**src/rtl/cpa_multiword_sequencer.sv**
```systemverilog
// Multi-cycle wide adder/subtractor. One BITS-wide Ladner-Fisher prefix adder is
// reused across WORDS chunks, LSB chunk first, with a registered carry between chunks.
// Optional macro CPA_SEQ_OVF_EN adds out_ovf (signed overflow of the full-width result).
module cpa_multiword_sequencer #(
   parameter int BITS  = 16,
   parameter int WORDS = 4
) (
   input  logic                  clk,
   input  logic                  rst_n,
   input  logic                  in_valid,
   output logic                  in_ready,
   input  logic [BITS*WORDS-1:0] in_a,
   input  logic [BITS*WORDS-1:0] in_b,
   input  logic                  in_ci,
   input  logic                  in_sub,
   output logic                  out_valid,
   input  logic                  out_ready,
   output logic [BITS*WORDS-1:0] out_sum,
   output logic                  out_co,
   output logic                  busy
`ifdef CPA_SEQ_OVF_EN
   ,
   output logic                  out_ovf
`endif
);

   localparam int W  = BITS * WORDS;
   localparam int CW = (WORDS > 1) ? $clog2(WORDS) : 1;

   typedef enum logic [1:0] {StIdle, StRun, StDone} state_e;

   state_e          state_q, state_d;
   logic [W-1:0]    a_q, a_d;
   logic [W-1:0]    b_q, b_d;      // already inverted for subtraction
   logic [W-1:0]    sum_q, sum_d;
   logic [CW-1:0]   cnt_q, cnt_d;
   logic            carry_q, carry_d;
   logic            co_q, co_d;
   logic            out_valid_q, out_valid_d;
   logic            in_ready_q, in_ready_d;
   logic            busy_q, busy_d;
`ifdef CPA_SEQ_OVF_EN
   logic            ovf_q, ovf_d;
`endif

   logic [BITS-1:0] add_a, add_b, add_s;
   logic            add_co;
   logic [BITS-1:0] gen, prop, grp_g, grp_p;
   logic [BITS:0]   carry_vec;
   logic            last_chunk;

   assign add_a      = a_q[cnt_q*BITS +: BITS];
   assign add_b      = b_q[cnt_q*BITS +: BITS];
   assign last_chunk = (cnt_q == CW'(WORDS - 1));

   // Ladner-Fisher prefix tree over the chunk; carry-in folded in after the tree
   always_comb begin
      gen   = add_a & add_b;
      prop  = add_a ^ add_b;
      grp_g = gen;
      grp_p = prop;
      for (int l = 0; (1 << l) < BITS; l++) begin
         for (int i = 0; i < BITS; i++) begin
            if (((i >> l) & 1) == 1) begin
               grp_g[i] = grp_g[i] | (grp_p[i] & grp_g[((i >> l) << l) - 1]);
               grp_p[i] = grp_p[i] & grp_p[((i >> l) << l) - 1];
            end
         end
      end
      carry_vec[0] = carry_q;
      for (int i = 0; i < BITS; i++) begin
         carry_vec[i+1] = grp_g[i] | (grp_p[i] & carry_q);
      end
      add_s  = prop ^ carry_vec[BITS-1:0];
      add_co = carry_vec[BITS];
   end

   // Next-state, datapath capture and chunk write-back
   always_comb begin
      state_d     = state_q;
      a_d         = a_q;
      b_d         = b_q;
      sum_d       = sum_q;
      cnt_d       = cnt_q;
      carry_d     = carry_q;
      co_d        = co_q;
      out_valid_d = out_valid_q;
`ifdef CPA_SEQ_OVF_EN
      ovf_d       = ovf_q;
`endif
      unique case (state_q)
         StIdle: begin
            if (in_valid && in_ready_q) begin
               a_d     = in_a;
               b_d     = in_sub ? ~in_b : in_b;
               carry_d = in_sub ^ in_ci;
               cnt_d   = '0;
               state_d = StRun;
            end
         end
         StRun: begin
            sum_d[cnt_q*BITS +: BITS] = add_s;
            carry_d                   = add_co;
            if (last_chunk) begin
               state_d     = StDone;
               out_valid_d = 1'b1;
               co_d        = add_co;
`ifdef CPA_SEQ_OVF_EN
               ovf_d = (a_q[W-1] == b_q[W-1]) & (add_s[BITS-1] != a_q[W-1]);
`endif
            end else begin
               cnt_d = cnt_q + CW'(1);
            end
         end
         StDone: begin
            if (out_ready) begin
               state_d     = StIdle;
               out_valid_d = 1'b0;
            end
         end
         default: state_d = StIdle;
      endcase
      in_ready_d = (state_d == StIdle);
      busy_d     = (state_d != StIdle);
   end

   // State and output registers with synchronous active-low reset
   always_ff @(posedge clk) begin
      if (!rst_n) begin
         state_q     <= StIdle;
         a_q         <= '0;
         b_q         <= '0;
         sum_q       <= '0;
         cnt_q       <= '0;
         carry_q     <= 1'b0;
         co_q        <= 1'b0;
         out_valid_q <= 1'b0;
         in_ready_q  <= 1'b0;
         busy_q      <= 1'b0;
`ifdef CPA_SEQ_OVF_EN
         ovf_q       <= 1'b0;
`endif
      end else begin
         state_q     <= state_d;
         a_q         <= a_d;
         b_q         <= b_d;
         sum_q       <= sum_d;
         cnt_q       <= cnt_d;
         carry_q     <= carry_d;
         co_q        <= co_d;
         out_valid_q <= out_valid_d;
         in_ready_q  <= in_ready_d;
         busy_q      <= busy_d;
`ifdef CPA_SEQ_OVF_EN
         ovf_q       <= ovf_d;
`endif
      end
   end

   assign in_ready  = in_ready_q;
   assign out_valid = out_valid_q;
   assign out_sum   = sum_q;
   assign out_co    = co_q;
   assign busy      = busy_q;
`ifdef CPA_SEQ_OVF_EN
   assign out_ovf   = ovf_q;
`endif

endmodule

```
**config.mk**
```make
export PLATFORM = sky130hd
export DESIGN_NAME = cpa_multiword_sequencer
export DESIGN_NICKNAME = d
export VERILOG_FILES = /design/src/rtl/cpa_multiword_sequencer.sv
export SDC_FILE = /design/constraint.sdc
export NUM_CORES = 1
export LEC_CHECK = 0
export ABC_AREA = 1
export BUFFER_PORTS_ARGS = -buffer_cell sky130_fd_sc_hd__buf_2
export CAP_MARGIN = 20
export CORE_MARGIN = 2
export CORE_UTILIZATION = 40
export CTS_BUF_LIST = sky130_fd_sc_hd__clkbuf_2
export CTS_CLUSTER_SIZE = 8
export DETAILED_ROUTE_END_ITERATION = 10
export PLACE_DENSITY = 0.74
export SLEW_MARGIN = 10
export SYNTH_ARGS = -nofsm -noshare
export SYNTH_HDL_FRONTEND = slang
export SYNTH_SLANG_ARGS = --single-unit
```
**constraint.sdc**
```tcl
create_clock -name clk -period 4.5 [get_ports clk]
set_clock_uncertainty 0.15 [all_clocks]
set_input_delay 0.45 -clock clk [delete_from_list [all_inputs] [get_ports clk]]
set_output_delay 0.45 -clock clk [all_outputs]
set_load 0.01 [all_outputs]
```
# == Word-level counts from Yosys, hierarchy flattened ==
# Cells that the tools add are included.
# totals
ff_bits,201
inputBits,134
out_inout_bits,68
word_cells,181
# op_classes
n_addsub,2
n_eq_ne,7
n_shift,4
muxes,14
n_bitwise,133
n_reduce_logical,11
# op_table
cell,n
$shiftx 64x7->16,2
$and 1x1->1,80
$bwmux 64,1
$mux 64,1
$not 64->64,1
$shift 16x34->64 const A,1
$shiftx 16x34->64,1
$or 1x1->1,48
$neg 6->34,1
$xor 16x16->16,2
$and 16x16->16,1
$mux 2,5
$ne 2x2->1 const B,4
$pmux 2 s3,1
$reduce_and 2->1,3
$reduce_and 3->1,2
$reduce_bool 2->1,3
$eq 2x2->1 const B,2
$logic_not 2->1,2
$pmux 1 s2,2
$pmux 2 s2,1
$mux 1,3
$add 2x1->2 const B,1
$eq 2x1->1 const B,1
other kinds (2),2

# == Longest topological paths before layout ==
# depth
ltp_word,14
depth_mapped,19
depth_no_buf,16

# == Worst setup path before layout ==
# Ideal clock, no wire load.
# synth_path
kind,reg2reg
start,register cnt_q[0]
end,"register sum_q[56], in the netlist out_sum[56]"
setup_time_ns,0.070
arrival_ns,2.533
required_time_ns,4.280
setup_slack_ns,1.746
stages_incl_launch_ff,18
n_path_buf,4
period_less_slack_ns,2.754
cell_sequence,dfxtp_1 buf_2 clkbuf_1 clkbuf_1 nor2_1 o22ai_1 ha_1 nand2_1 nand2_1 nand2_1 nand2_1 nand2_1 nand3_2 buf_6 xor2_1 nor2_2 nand3_1 a21oi_1
# synth_between
elab_chain_len,14
word_cells_on_any_way,123
cone_classes,add/sub (1); shift (4); mux (1); bitwise (117)
# synth_rtl
element,line,source
start: declaration,36,"logic [CW-1:0] cnt_q, cnt_d;"
start signal: assignment,148,cnt_q <= cnt_d;
"$shiftx 64x7->16, on equally long branches","52, 53",
$xor 16x16->16 or $and 16x16->16 (tied branches),"59, 58",
$and 1x1->1,65,grp_g[i] = grp_g[i] | (grp_p[i] & grp_g[((i >> l) << l) - 1]);
$or 1x1->1,65,
$and 1x1->1,65,
$or 1x1->1,65,
$and 1x1->1,65,
$or 1x1->1,65,
$and 1x1->1,65,
$or 1x1->1,65,
$or 1x1->1,72,carry_vec[i+1] = grp_g[i] | (grp_p[i] & carry_q);
$xor 16x16->16,74,add_s = prop ^ carry_vec[BITS-1:0];
$shiftx 16x34->64,102,sum_d[cnt_q*BITS +: BITS] = add_s;
$bwmux 64 *,102,
end signal: assignment,147,sum_q <= sum_d;
end: declaration,35,"logic [W-1:0] sum_q, sum_d;"
# Every way passes the cells marked *; elsewhere a longest branch is shown, timed or not.
# A chain may end at the register's enable or synchronous reset.

# == Worst setup path after layout ==
# layout_path
start,register cnt_q[0]
end,"register sum_q[61], in the netlist out_sum[61]"
# Same word-level chain as after synthesis.

==> impl_metrics.toml <==
[status]
outcome = "finished clean"

[clock_network]
clock_latency_ns = 0.82
cts_resized = 0
cts_max_level = 2
clk_path_buf_depth = 3
cts.clk_slew.worst_paths_ns = 0.12
cts_tree = "done"
clock_sink_count = 201
ctsRootBufferMaster = "clkbuf_2"
cts_buffers = 51

[floorplan]
rows = 55
ios = 202
coreArea_um2 = 22800
start_util = 0.409
dieArea_um2 = 24600
die_w_um = 157
die_h_um = 157

[sta]
rsz0062_at_grt = "false"
hold_viol_final = 0
relSlewSlack = 0.303
period_minus_slack_ns = 3.43
fin_crit_sh = 0.762
fin_setup_tns_ns = 0
fmax_ghz = 0.292
fin_hold_ws_ns = 0.115
setup-violations-final = 0
tightest_slew_ns = 1.05
slew_violations = 0

[finish]
multi_input_area_um2 = 4770
fill_cells = 2121
nets = 1692
utilization = 0.533
area_growth_pct = 30.1
layout-drive-gt1-share = 0.198
regArea_um2 = 4030

[critical_path]
cp.arrival_ns = 3.97
reg2regPathDepth = 13
endpoint_kind = "flop"
slowest_stage = "buf_4"
path_max_fanout = 90
max_stage_delay_ns = 0.68
rrSetupSlack_ns = 1.07
startpoint_type = "flop"
required_ns = 5.04
r2r_end = "out_sum[61]$_SDFFE_PN0P_"
crit_type = "flop to flop"
r2r_start = "cnt_q[0]$_SDFFE_PN0P_"
worstPathCellList = "buf_4 > o21ai_0 > o22ai_1 > ha_1 > nand2_1 > inv_1 > a21oi_1 > nand3_2 > nand2_1 > nand3_1 > nand2_1 > nand4_1 > a21oi_1"
cp_common_cell = "nand2_1"

[route]
drtPass1Iterations = 8
drt_iter0_drc = 992
drt-total-wl_um = 30100
ant_nets = 0
routedWlPerCell_um = 16.0
vias = 9764
viasPerCell = 5.20
route.detailed.drc = 0

[min_path]
min_path_cells = 4
hold_path_end = "a_q[0]$_SDFFE_PN0P_"
holdCritStartpoint = "rst_n"
hold_path_class = "input port to flop"

[grt]
grt_pass1_wl_um = 46800
grt_pass1_vias = 9241
overflow = 0
antenna_found_initial = 2
grt_start_max_net_pins = 109
grt.total_usage = 0.240

[pwr]
p_leak_nw = 5.26
max-vdd-ir-drop_v = 0.000149
powerDensity_nw_per_um2 = 347
p_total_mw = 4.21

[synthesis]
synthTopCellsByCount = "273 x nor2_1, 201 x dfxtp_1, 145 x nand2_1, 129 x o21ai_0, 77 x a21oi_1"
synth-seq-cells = 201
synthArstFlopShare = 0
synthCells = 1233
syn_avg_cell_area_um2 = 7.56
ys_types = 36
synthDominantCellAreaShare = 0.431
synth_area_leaders = "dfxtp_1 43%, nor2_1 11%, o21ai_0 6.9%, xnor2_1 6.2%, nand2_1 5.8%"
syn-cell-area_um2 = 9330
synth_edf_count = 0
synth_nets = 1390
synth_most_common_cell = "nor2_1"
yosys.area.top_type = "dfxtp_1"
yosysSeqAreaShare = 0.431
ys_warn_count = 0
ys.flop_type = "dfxtp_1"

[placed_design]
place.gp.congestion = 0.877
dp_hpwl_um = 19300
numPortBuffers = 201

[job]
drv_cap = 0
==> placed cells by master (no fill, tap or decap), types with 31 or more instances in the layout <==
| master | count |
|---|---|
| nor2_1 | 273 |
| dfxtp_1 | 200 |
| buf_2 | 200 |
| nand2_1 | 145 |
| dlygate4sd3_1 | 130 |
| o21ai_0 | 129 |
| a21oi_1 | 77 |
| clkbuf_2 | 67 |
| xnor2_1 | 66 |
| a211oi_1 | 66 |
| inv_1 | 32 |
| o22ai_1 | 32 |
| nand3_1 | 31 |
==> per-stage QoR <==
stage	cells	setup slack [ns]	cell area, um^2
2_1_floorplan	1233	1.75	9330
3_3_place_gp	1665	1.24	10400
3_5_place_dp	1665	1.18	10400
4_1_cts	1876	1.12	12100
5_1_grt	1878	0.776	12100
6_report	1878	1.07	12100
==> layer usage <==
metal	vias to the layer above	routed length (um)	track usage
li1	4775	-	-
met1	4429	13200	0.309
met2	467	13700	0.389
met3	93	2070	0.0462
met4	0	1190	0.111
met5	-	0	0
==> cell families after synthesis <==
kind of cell | count (synthesis) | synth area share
and+or+nand+nor | 498 | 0.222
AOI/OAI and AO/OA | 311 | 0.191
DFF | 201 | 0.431
buffers and inverters | 129 | 0.0573
xor gates and xnor gates | 71 | 0.0667
adders and majority gates | 23 | 0.0317
==> flip-flops by register name, summed over array words and instances (netlist names) <==
signal / cells
in_ready: 1
b_q: 64
busy: 1
carry_q: 1
out_valid: 1
cnt_q: 2
out_sum: 64
state_q: 2
a_q: 64
out_co: 1
==> how the worst max path moves through the flow <==
stage               depth (start not counted)  slack (ns)             startpoint                        to
floorplan                                  17        1.75  cnt_q[0]$_SDFFE_PN0P_  out_sum[56]$_SDFFE_PN0P_
global placement                           14        1.24  cnt_q[0]$_SDFFE_PN0P_  out_sum[27]$_SDFFE_PN0P_
detailed placement                         13        1.18  cnt_q[0]$_SDFFE_PN0P_  out_sum[60]$_SDFFE_PN0P_
CTS                                        13        1.12  cnt_q[0]$_SDFFE_PN0P_  out_sum[60]$_SDFFE_PN0P_
global route                               13        0.78  cnt_q[0]$_SDFFE_PN0P_  out_sum[45]$_SDFFE_PN0P_
finish                                     13        1.07  cnt_q[0]$_SDFFE_PN0P_  out_sum[61]$_SDFFE_PN0P_
==> power breakdown <==
| part | total, mW | internal, mW | switching, mW | leakage [nW] |
|---|---|---|---|---|
| logic | 1.08 | 0.407 | 0.671 | 3.30 |
| clock network | 1.17 | 0.454 | 0.719 | 0.315 |
| registers | 1.96 | 1.89 | 0.0674 | 1.64 |
==> worst max-delay path: cells and delay by family, from the launching register on <==
family                   cells  cell delay [ns]
AND/OR/NAND/NOR              6             0.91
AO/OA/AOI/OAI                4             0.83
buffers and inverters        2             0.72
flip-flops                   1             0.35
adder cells (fa/ha/maj)      1             0.35
==> cell type report <==
cell class	count	area share
well taps	313	0.0323
flip-flops and latches	201	0.332
repair buffers	341	0.196
clock buffers	67	0.0276
diodes	2	0.000412
clock inverters	14	0.00649
multi-input cells	903	0.393
inverters	37	0.0116
==> timing repair <==
item / CTS / global route
hold buffers: 130 / 0
setup endpoints to repair: 0 / 0
setup buffers: 0 / 0
endpoints found under the hold margin: 133 / 0
Power figures use the tool's default switching activity.
